--- config.mk ---
export PLATFORM = sky130hd
export DESIGN_NAME = if_bus_if
export DESIGN_NICKNAME = d
export VERILOG_FILES = /design/src/rtl/if_bus_if.sv
export SDC_FILE = /design/constraint.sdc
export NUM_CORES = 1
export LEC_CHECK = 0
export CELL_PAD_IN_SITES_DETAIL_PLACEMENT = 1
export CELL_PAD_IN_SITES_GLOBAL_PLACEMENT = 1
export CORE_UTILIZATION = 29
export CTS_BUF_LIST = sky130_fd_sc_hd__clkbuf_8
export CTS_CLUSTER_DIAMETER = 50
export DETAILED_ROUTE_END_ITERATION = 6
export GPL_TIMING_DRIVEN = 1
export PLACE_DENSITY_LB_ADDON = 0.1
export SYNTH_ARGS = -nofsm -noshare
export SYNTH_HDL_FRONTEND = slang
export SYNTH_SLANG_ARGS = --single-unit
export TNS_END_PERCENT = 10
--- constraint.sdc ---
create_clock -name clk -period 2.4 [get_ports clk]
set_input_delay 0.36 -clock clk [delete_from_list [all_inputs] [get_ports clk]]
set_output_delay 0.36 -clock clk [all_outputs]
set_load 0.005 [all_outputs]
--- src/rtl/if_bus_if.sv ---
// if_bus_if: instruction-fetch to Wishbone master bridge.
// Runs one read cycle at a time for the fetch stage.
// It holds the fetched word while IF/ID is stalled.
// It aborts a cycle that gets no acknowledge within ACK_TIMEOUT cycles.
// Ports:
//   clk, rst            clock, asynchronous active-high reset
//   stall[5:0]          pipeline stall vector (bit 1 holds IF/ID)
//   flush               exception flush, overrides every other request
//   cpu_ce_i            fetch enable
//   cpu_addr_i[31:0]    fetch address
//   cpu_data_o[31:0]    fetched instruction (combinational)
//   stallreq_o          stall request while a fetch is outstanding (combinational)
//   bus_err_o           one-cycle pulse after a fetch timeout
//   wb_*                Wishbone master read port
module if_bus_if #(
  parameter logic [7:0] ACK_TIMEOUT = 8'd255
) (
  input  logic        clk,
  input  logic        rst,
  input  logic [5:0]  stall,
  input  logic        flush,
  input  logic        cpu_ce_i,
  input  logic [31:0] cpu_addr_i,
  output logic [31:0] cpu_data_o,
  output logic        stallreq_o,
  output logic        bus_err_o,
  output logic [31:0] wb_addr_o,
  output logic [31:0] wb_data_o,
  output logic        wb_we_o,
  output logic [3:0]  wb_sel_o,
  output logic        wb_stb_o,
  output logic        wb_cyc_o,
  input  logic [31:0] wb_data_i,
  input  logic        wb_ack_i
);

  localparam int unsigned DW = 32;
  localparam int unsigned AW = 32;
  localparam int unsigned SW = 4;
  localparam int unsigned CW = 8;

  typedef enum logic [1:0] {
    IDLE       = 2'd0,
    BUSY       = 2'd1,
    WAIT_STALL = 2'd2
  } state_t;

  state_t        state_q, state_d;
  logic [AW-1:0] addr_d;
  logic [SW-1:0] sel_d;
  logic          stb_d, cyc_d, err_d;
  logic [DW-1:0] rd_buf_q, rd_buf_d;
  logic [CW-1:0] cnt_q, cnt_d;

  // Only stall[1] (IF/ID hold) matters to the fetch stage.
  logic unused_stall;
  assign unused_stall = ^{stall[5:2], stall[0]};

  // Read-only master.
  assign wb_data_o = DW'(0);
  assign wb_we_o   = 1'b0;

  // State and registered outputs.
  always_ff @(posedge clk or posedge rst) begin
    if (rst) begin
      state_q   <= IDLE;
      wb_addr_o <= '0;
      wb_sel_o  <= '0;
      wb_stb_o  <= 1'b0;
      wb_cyc_o  <= 1'b0;
      rd_buf_q  <= '0;
      cnt_q     <= '0;
      bus_err_o <= 1'b0;
    end else begin
      state_q   <= state_d;
      wb_addr_o <= addr_d;
      wb_sel_o  <= sel_d;
      wb_stb_o  <= stb_d;
      wb_cyc_o  <= cyc_d;
      rd_buf_q  <= rd_buf_d;
      cnt_q     <= cnt_d;
      bus_err_o <= err_d;
    end
  end

  // Next-state, next bus values and combinational CPU-side outputs.
  always_comb begin
    state_d    = state_q;
    addr_d     = wb_addr_o;
    sel_d      = wb_sel_o;
    stb_d      = wb_stb_o;
    cyc_d      = wb_cyc_o;
    rd_buf_d   = rd_buf_q;
    cnt_d      = cnt_q;
    err_d      = 1'b0;
    stallreq_o = 1'b0;
    cpu_data_o = DW'(0);

    case (state_q)
      IDLE: begin
        stallreq_o = cpu_ce_i;
        if (cpu_ce_i && !flush) begin
          addr_d  = cpu_addr_i;
          sel_d   = SW'(4'b1111);
          stb_d   = 1'b1;
          cyc_d   = 1'b1;
          cnt_d   = '0;
          state_d = BUSY;
        end
      end
      BUSY: begin
        stallreq_o = ~wb_ack_i;
        if (wb_ack_i) cpu_data_o = wb_data_i;
        if (flush) begin
          // Flush discards the cycle even if it is being acknowledged now.
          addr_d   = '0;
          sel_d    = '0;
          stb_d    = 1'b0;
          cyc_d    = 1'b0;
          rd_buf_d = '0;
          cnt_d    = '0;
          state_d  = IDLE;
        end else if (wb_ack_i) begin
          addr_d   = '0;
          sel_d    = '0;
          stb_d    = 1'b0;
          cyc_d    = 1'b0;
          rd_buf_d = wb_data_i;
          cnt_d    = '0;
          state_d  = stall[1] ? WAIT_STALL : IDLE;
        end else if (cnt_q == CW'(ACK_TIMEOUT - 8'd1)) begin
          addr_d   = '0;
          sel_d    = '0;
          stb_d    = 1'b0;
          cyc_d    = 1'b0;
          rd_buf_d = '0;
          cnt_d    = '0;
          err_d    = 1'b1;
          state_d  = IDLE;
        end else begin
          cnt_d = cnt_q + CW'(1);
        end
      end
      WAIT_STALL: begin
        cpu_data_o = rd_buf_q;
        if (flush) begin
          rd_buf_d = '0;
          state_d  = IDLE;
        end else if (!stall[1]) begin
          state_d = IDLE;
        end
      end
      default: state_d = IDLE;
    endcase

    // Flush forces a NOP and no stall request in every state.
    if (flush) begin
      stallreq_o = 1'b0;
      cpu_data_o = DW'(0);
    end
  end

endmodule

==> impl_results.rst <==
.. list-table::
   :header-rows: 1

   * - Metric
     - Value
   * - Run status
     - complete, no violations
   * - Total core area
     - approximately 0.014 mm^2
   * - Post-Place Setup Slack
     - -0.0867 ns
   * - Number of placed I/O pins
     - 180
   * - Initial core utilization
     - around 30%
   * - Vertical die dimension
     - between 100 and 150 um
   * - Number of setup violations in the final report
     - 0
   * - Data required time at the worst endpoint
     - slightly above 2 ns
   * - Final-report hold violation count
     - 0
   * - Multi-input combinational cell area
     - between 0.0015 and 0.002 mm^2
   * - Total Routing Usage GR
     - between 10% and 20%
   * - Nature of the critical path endpoint
     - output port
   * - Period minus WS final
     - about 2.2 ns
   * - Number of enable flip-flop cells after synthesis
     - 0
   * - RSZ-0062 raised after global routing
     - false
   * - CTS Buf Count
     - 9
   * - Final number of max-transition violations
     - 0
   * - Category of the critical setup timing path
     - flip-flop to output port
   * - Number of flip-flops and latches in the synthesized netlist
     - 76
   * - Hold Crit Class
     - input pin to asynchronous set/reset pin
   * - Share of layout cells above drive strength 1
     - between 10% and 20%
   * - Minimum setup slack among reg-to-reg paths
     - slightly below 0.3 ns
   * - Most used flip-flop cell after synthesis
     - sky130_fd_sc_hd__dfrtp_1
   * - Sequential cell area
     - about 0.0019 mm^2
   * - Placer congestion estimate
     - between 0.7 and 0.8
   * - Global-route wire length before repair
     - between 20000 and 25000 um
   * - Cell Rows
     - 43
   * - DR WL/cell
     - roughly 17 um
   * - Share of the cycle needed by the critical path after routing
     - roughly 92%
   * - Mean number of vias per cell
     - between 4 and 5
   * - Number of nets in the layout
     - between 600 and 700
   * - Placed cell area
     - a little under 0.006 mm^2
   * - Overall overflow remaining after global route
     - 0
   * - Final routed DRC violation total
     - 0
   * - Startpoint type of the worst setup path
     - flip-flop
   * - Portion of the post-synthesis area used by sequential elements
     - between 40% and 50%
   * - Synthesized instance count
     - around 470
   * - Max VDD drop
     - around 0.00044 V
   * - Die width
     - 123 um
   * - CTS hold repair buffers
     - 0
   * - Clock tree from TritonCTS
     - built
   * - Synthesis Warnings
     - 0
   * - Power after layout
     - approximately 0.0059 W
   * - Hold Worst Slack
     - around 0.4 ns
   * - Highest clock frequency the design can meet
     - roughly 450 MHz
   * - Maximum Capacitance Violations
     - 0
   * - HPWL after detailed placement
     - 8860 um
   * - Power density cells
     - around 950 mW/mm^2
   * - Worst-case clock skew
     - roughly 0.0090 ns
   * - Buffer levels on the longest clock path
     - 2
   * - Mean area per synthesized cell
     - between 8 and 9 um^2
   * - Initial antenna violation count
     - 0
   * - Die footprint
     - about 0.015 mm^2
   * - Post-route setup slack
     - approximately 0.19 ns
   * - Clock latency of the later-clocked register in the worst-skew pair
     - approximately 0.36 ns
   * - Synth unique cells
     - 38
   * - Async set or reset register ratio after synthesis
     - 100%
   * - DRT Wirelength
     - 13200 um
   * - Worst Setup SP
     - state_q[1]
   * - First-pass iteration count of the detailed router
     - 4
   * - Largest net degree at the start of global routing
     - 77
   * - Cell area after synthesis
     - between 0.004 and 0.005 mm^2
   * - Initial DRC count
     - around 170
   * - Vias in the first global route
     - about 4000
   * - Clock transition at the registers of the reported paths
     - about 0.08 ns
   * - Antenna cells
     - 0
   * - Clock tree root buffer cell
     - sky130_fd_sc_hd__clkbuf_8
   * - Clock sinks
     - 76
   * - Layout overhead on the synthesized area
     - 47.3%
   * - Filler Cells Inserted
     - 1671
   * - Signal arrival time at the worst endpoint
     - between 1.5 and 2 ns
   * - Worst reg2reg path startpoint
     - state_q[1]
   * - H-tree Lvls
     - 3
   * - Port Buffer Count
     - 141
   * - Final instance area
     - between 0.006 and 0.007 mm^2
   * - Count of vias placed by the detailed router
     - about 4000
   * - Count of nets left with antenna violations after detail routing
     - 0
   * - Critical path peak fanout
     - 9
   * - Cell leakage power
     - ~2.9 nW
==> metal layers <==
metal / global-route usage (%) / part of all wire [%] / vias up / wire (um)
met5: 0 / 0 / - / 0
met4: 6.63 / 1.4 / 0 / 180
met3: 5.86 / 7.8 / 11 / 1030
met2: 30.0 / 47 / 126 / 6250
met1: 22.5 / 43 / 1932 / 5740
li1: - / - / 1858 / -
==> path summary, 6_finish.rpt <==
| kind | end | depth (start not counted) |
|---|---|---|
| max reg2reg | rd_buf_q[16] | 9 |
| max | cpu_data_o[7] | 7 |
| max in group asynchronous | cnt_q[5] | 3 |
| min reg2reg | wb_addr_o[28] | 2 |
| min in group clk | wb_addr_o[28] | 2 |
| min | rd_buf_q[14] | 3 |
==> metrics by stage <==
step                      utilization [%]  std cells  setup TNS, ns
after global placement               41.8        774         -0.465
after CTS                            44.1        796         -0.404
after detailed placement             41.8        774          -3.31
after global routing                 44.3        796              0
after floorplan                         -        506              0
final                                44.3        796              0
==> area by class of cell <==
class / count / area share (%)
Multi-Input combinational cell: 303 / 30.3
Tap cell: 180 / 3.61
Clock buffer: 12 / 2.64
Sequential cell: 76 / 30.4
Timing Repair Buffer: 177 / 29.6
Clock inverter: 3 / 0.601
Inverter: 45 / 2.72
==> registers in the layout, indices dropped and copies added (netlist names) <==
register   count
wb_sel_o       1
bus_err_o      1
rd_buf_q      32
wb_addr_o     32
state_q        2
cnt_q          8
==> timing repair <==
action	CTS	global route
cloned	3	0
gates resized for setup	46	11
hold endpoints to repair	0	0
endpoints found under the setup margin	33	10
buffers inserted	4	0
==> critical path: stages, from the launching register on <==
cell and delay, ns:
sky130_fd_sc_hd__dfrtp_1 0.38, sky130_fd_sc_hd__inv_2 0.07, sky130_fd_sc_hd__buf_4 0.15, sky130_fd_sc_hd__ha_4 0.27
sky130_fd_sc_hd__nand2b_4 0.08, sky130_fd_sc_hd__buf_6 0.16, sky130_fd_sc_hd__nor2_1 0.10, sky130_fd_sc_hd__dlygate4sd2_1 0.28
==> cells in the final DEF, fill, tap and decap left out, types with 3 or more instances in the layout <==
master	synthesis	routed
sky130_fd_sc_hd__o41ai_1	8	8
sky130_fd_sc_hd__o21ai_0	70	70
sky130_fd_sc_hd__dlygate4sd2_1	0	24
sky130_fd_sc_hd__inv_1	44	43
sky130_fd_sc_hd__conb_1	1	33
sky130_fd_sc_hd__clkdlybuf4s50_1	0	107
sky130_fd_sc_hd__dlymetal6s2s_1	0	10
sky130_fd_sc_hd__a22oi_1	24	24
sky130_fd_sc_hd__a32oi_1	8	8
sky130_fd_sc_hd__buf_4	38	20
sky130_fd_sc_hd__o2111ai_1	3	3
sky130_fd_sc_hd__o31ai_1	56	56
sky130_fd_sc_hd__ha_1	6	3
sky130_fd_sc_hd__buf_12	0	12
sky130_fd_sc_hd__nor2_1	40	37
sky130_fd_sc_hd__ha_4	0	3
sky130_fd_sc_hd__xor2_1	5	5
sky130_fd_sc_hd__nor2_2	2	4
sky130_fd_sc_hd__dfrtp_1	76	76
sky130_fd_sc_hd__nand2_1	26	26
sky130_fd_sc_hd__clkbuf_8	0	12
==> cells in the mapped netlist (all sizes together) (3+ instances only) <==
cell / count / share of area, %
nand2b: 3 / 0.44
o21ai: 70 / 8.3
o41ai: 8 / 1.7
xor2: 5 / 1.0
a32oi: 8 / 1.7
buf: 51 / 8.4
inv: 44 / 3.9
ha: 6 / 1.8
nand2: 26 / 2.3
dfrtp: 76 / 45
o2111ai: 3 / 0.62
o31ai: 56 / 9.9
a22oi: 24 / 4.2
nor2: 42 / 3.8
clkbuf: 31 / 2.8
==> kinds of logic (layout without fill, tap and decap cells) <==
family / Yosys count / after routing / share of synthesized area (%)
AOI/OAI and AO/OA: 174 / 174 / 27.8
buffers and inverters: 127 / 237 / 15.2
and+or+nand+nor: 82 / 82 / 8.50
DFF: 76 / 76 / 44.9
adders and majority gates: 6 / 6 / 1.77
xor gates and xnor gates: 5 / 5 / 1.03
muxes: 3 / 3 / 0.826
other: 1 / 33 / 0.0884
==> power breakdown <==
| part | switching [W] | internal [W] | total (W) |
|---|---|---|---|
| clock network | 0.000477 | 0.000553 | 0.00103 |
| logic | 0.00149 | 0.00142 | 0.00291 |
| registers | 0.000254 | 0.00172 | 0.00197 |
| total | 0.00222 | 0.00370 | 0.00592 |
Power figures use the tool's default switching activity.
